==> src/rtl/multiword_sub_sequencer.sv <==
// Wide subtractor built from one WORD_W-bit slice per cycle, LSW first, with the borrow
// chained between words. There is a valid/ready handshake on both the request and result sides.
module multiword_sub_sequencer #(
    parameter int unsigned WORD_W    = 4,
    parameter int unsigned NUM_WORDS = 4
) (
    input  logic                        clk,
    input  logic                        rst,
    input  logic                        start_valid,
    output logic                        start_ready,
    input  logic [WORD_W*NUM_WORDS-1:0] in1,
    input  logic [WORD_W*NUM_WORDS-1:0] in2,
    input  logic                        cin,
    output logic                        out_valid,
    input  logic                        out_ready,
    output logic [WORD_W*NUM_WORDS-1:0] diff,
    output logic                        borrow_out,
    output logic                        busy
);

    localparam int unsigned N    = WORD_W * NUM_WORDS;
    localparam int unsigned CntW = (NUM_WORDS > 1) ? $clog2(NUM_WORDS) : 1;
    localparam logic [CntW-1:0] LastCnt = CntW'(NUM_WORDS - 1);

    typedef enum logic [1:0] {StIdle, StRun, StDone} state_e;

    state_e          state_q, state_d;
    logic [CntW-1:0] cnt_q, cnt_d;
    logic            borrow_q, borrow_d;
    logic [N-1:0]    a_q, a_d, b_q, b_d, diff_q, diff_d;
    logic            bout_q, bout_d;
    logic [WORD_W-1:0] a_word, b_word;
    logic [WORD_W:0]   slice;

    // Select the current word with a constant-indexed loop, so no variable part-selects are needed.
    always_comb begin
        a_word = '0;
        b_word = '0;
        for (int k = 0; k < NUM_WORDS; k++) begin
            if (cnt_q == CntW'(k)) begin
                a_word = a_q[k*WORD_W +: WORD_W];
                b_word = b_q[k*WORD_W +: WORD_W];
            end
        end
        slice = {1'b0, a_word} - {1'b0, b_word} - {{WORD_W{1'b0}}, borrow_q};
    end

    always_comb begin
        state_d  = state_q;
        cnt_d    = cnt_q;
        borrow_d = borrow_q;
        a_d      = a_q;
        b_d      = b_q;
        diff_d   = diff_q;
        bout_d   = bout_q;

        unique case (state_q)
            StIdle: begin
                if (start_valid) begin
                    a_d      = in1;
                    b_d      = in2;
                    borrow_d = cin;
                    cnt_d    = '0;
                    state_d  = StRun;
                end
            end
            StRun: begin
                for (int k = 0; k < NUM_WORDS; k++) begin
                    if (cnt_q == CntW'(k)) diff_d[k*WORD_W +: WORD_W] = slice[WORD_W-1:0];
                end
                borrow_d = slice[WORD_W];
                cnt_d    = cnt_q + CntW'(1);
                if (cnt_q == LastCnt) begin
                    bout_d  = slice[WORD_W];
                    cnt_d   = '0;
                    state_d = StDone;
                end
            end
            StDone: begin
                if (out_ready) state_d = StIdle;
            end
            default: state_d = StIdle;
        endcase
    end

    always_comb begin
        start_ready = (state_q == StIdle);
        busy        = (state_q != StIdle);
        out_valid   = (state_q == StDone);
        diff        = diff_q;
        borrow_out  = bout_q;
    end

    always_ff @(posedge clk) begin
        if (rst) begin
            state_q  <= StIdle;
            cnt_q    <= '0;
            borrow_q <= 1'b0;
            a_q      <= '0;
            b_q      <= '0;
            diff_q   <= '0;
            bout_q   <= 1'b0;
        end else begin
            state_q  <= state_d;
            cnt_q    <= cnt_d;
            borrow_q <= borrow_d;
            a_q      <= a_d;
            b_q      <= b_d;
            diff_q   <= diff_d;
            bout_q   <= bout_d;
        end
    end

endmodule

==> config.mk <==
export PLATFORM = sky130hd
export DESIGN_NAME = multiword_sub_sequencer
export DESIGN_NICKNAME = d
export VERILOG_FILES = /design/src/rtl/multiword_sub_sequencer.sv
export SDC_FILE = /design/constraint.sdc
export NUM_CORES = 1
export LEC_CHECK = 0
export BUFFER_PORTS_ARGS = -buffer_cell sky130_fd_sc_hd__buf_2
export CAP_MARGIN = 20
export CORE_MARGIN = 4
export CORE_UTILIZATION = 45
export CTS_CLUSTER_DIAMETER = 50
export DETAILED_ROUTE_END_ITERATION = 7
export PLACE_DENSITY = 0.75
export SYNTH_ARGS = -nofsm -noshare
export SYNTH_HDL_FRONTEND = slang
export SYNTH_SLANG_ARGS = --single-unit
==> constraint.sdc <==
create_clock -name clk -period 5.1 [get_ports clk]
set_input_delay 0.765 -clock clk [delete_from_list [all_inputs] [get_ports clk]]
set_output_delay 0.765 -clock clk [all_outputs]
set_load 0.02 [all_outputs]
==> out/metrics.yaml <==
floorplan:
  die-width_um: 81.2
  row_count: 26
  core_mm2: 0.00514
  die_area_mm2: 0.00659
  die_h_um: 81.2
  boundaryPins: 57
  initial_core_util: 0.469
route:
  drt_iter0_drc: 81
  drt_first_pass_iters: 4
  wl_per_cell_um: 12.6
  antenna_left: 0
  drt_wl_total_um: 5280
  vias: 2117
  routed_via_density: 5.05
  drc: 0
clock_tree:
  cts_max_level: 2
  ctsHoldBuffers: 0
  cts_made_buffers: 5
  root_buffer: "clkbuf_8"
  post_cts_buffers: 0
  cts_tree: "done"
  ctsLongestPathBuffers: 2
  cts.repair.resized: 0
  clock_sink_count: 54
  clkLatencyLatePin_ns: 0.30
  clk_pin_slew_ns: 0.09
timing:
  drv_slew: 0
  finalCriticalPeriod_ns: 3.03
  setup_tns_ns: 0
  setup_viol: 0
  min_period_over_period: 0.594
  rsz0062_at_grt: "no"
  clock_skew_ns: 0.00466
  max_freq_mhz: 330
  worst_slew_pin_slew_ns: 0.988
  max-slew-margin-rel: 0.341
  final_hold_viol_count: 0
pwr:
  p_leak_uw: 0.00117
  power_density_mw_per_mm2: 315
  fin_total_pwr_uw: 898
  max-vdd-ir-drop_uv: 141
grt:
  grt_max_degree: 59
  grt_pass1_wl_um: 9170
  busiest_layer: "met2"
  grt_pass1_vias: 2081
  grt_use_met1: 0.210
  use_met2: 0.296
  met3_usage: 0.0399
  grt.total_usage: 0.175
  antenna_found_initial: 0
  globalRouteOverflowTotal: 0
logic_synthesis:
  ys_async_sr_fraction: 0
  synth_cell_types: 28
  syn_inst: 302
  synth_seq_cells: 54
  ys.flop_type: "dfxtp_1"
  synth.net_count: 349
  yosysWarnings: 0
  syn_avg_cell_area_um2: 7.98
  ys_seq_area_frac: 0.449
  synth_area_mm2: 0.00241
  synth_enable_flop_cells: 0
finish:
  final_common_cell: "nand2_1"
  fillCellCount: 528
  layout-drive-gt1-share: 0.195
  multi_input_area_mm2: 0.00123
  syn2layout_area_growth_pct: 18.4
  fin_nets: 395
  layout.area.seq_mm2: 0.00108
  final_cell_mix: "88 x nand2_1, 56 x buf_2, 54 x dfxtp_1"
  antenna_cells: 0
worst_setup_path:
  path_class: "flop to flop"
  worstPathRequired_ns: 5.25
  start_kind: "flop"
  worstPathMaxFanout: 18
  worst_ep_arrival_time_ns: 3.18
  setup.worst_path.end_class: "flop"
placed_design:
  numPortBuffers: 56
  gp_congestion: 0.897
  hpwl_um: 3770
outcome:
  status: "completed"
hold_path:
  hold_class: "flop to flop"
run:
  max-cap-violations: 0
kinds of logic after synthesis:
kind of cell	Yosys count	share of synthesized area
buffers and inverters	26	0.0415
adder cells (fa/ha/maj)	10	0.0582
flip-flops	54	0.449
AND/OR/NAND/NOR	129	0.243
AO/OA/AOI/OAI	77	0.185
multiplexers	4	0.0166
XOR/XNOR	2	0.00727
cell type report:
| class | count | share of cell area |
|---|---|---|
| repair buffers | 58 | 0.111 |
| inverters | 7 | 0.00921 |
| well taps | 70 | 0.0307 |
| clock buffers | 5 | 0.0241 |
| clock inverters | 3 | 0.0140 |
| multi-input cells | 222 | 0.432 |
| flip-flops and latches | 54 | 0.379 |
metrics by stage:
step / util / worst slack [ns] / cells / hold slack, ns / instance area (um2)
after floorplan: - / 2.34 / 302 / 0.432 / 2410
after global placement: 0.528 / 2.23 / 410 / 0.443 / 2720
after detailed placement: 0.528 / 2.09 / 410 / 0.444 / 2720
after CTS: 0.550 / 2.02 / 418 / 0.458 / 2830
after global routing: 0.555 / 1.67 / 419 / 0.472 / 2850
final: 0.555 / 2.07 / 419 / 0.456 / 2850
critical path, cell delays in order, from the launching register on:
cell,delay (ns)
dfxtp_1,0.41
ha_1,0.53
nand3b_1,0.18
a21oi_1,0.07
a21oi_1,0.13
o21ai_0,0.12
fa_1,0.42
inv_1,0.11
ha_1,0.13
inv_1,0.04
a311o_1,0.28
a21boi_1,0.33
o41ai_1,0.13
path summary, 6_finish.rpt:
path                            startpoint  endpoint  slack [ns]  depth (start not counted)
worst max-delay path              cnt_q[0]  diff[11]        2.07                         12
worst min-delay path                a_q[3]    a_q[3]        0.46                          2
worst max register to register    cnt_q[0]  diff[11]        2.07                         12
worst min register to register      a_q[3]    a_q[3]        0.46                          2
flip-flops by register name, summed over array words and instances, names as in the netlist:
signal      count
a_q            16
b_q            16
diff           16
cnt_q           2
state_q         2
borrow_out      1
borrow_q        1
where the power goes:
part	total, uW	leakage [uW]	switching [uW]	internal [uW]
sequential	459	0.000441	14.0	445
clock	278	0.0000579	133	145
combinational	161	0.000675	95.9	65.1
total	898	0.00117	243	654
synth_stat cells (all sizes together), types with 3 or more instances:
library cell  count  share of area
inv               7          0.011
o41ai             4          0.018
ha                8          0.042
nand2b            4          0.010
a21oi            51           0.11
nand2            88           0.14
buf               3         0.0057
nor2             11          0.017
and2              4          0.010
o21ai             7          0.015
nor2b             5          0.013
and3b             5          0.018
a211oi           11          0.034
nand3b            8          0.025
clkbuf           16          0.025
dfxtp            54           0.45
mux2i             4          0.017
layer usage:
layer / wire, um / part of all wire
met1: 2400 / 0.45
met2: 2470 / 0.47
met3: 303 / 0.057
met4: 107 / 0.020
met5: 0 / 0
No activity file was read; power rests on OpenSTA's default activity.
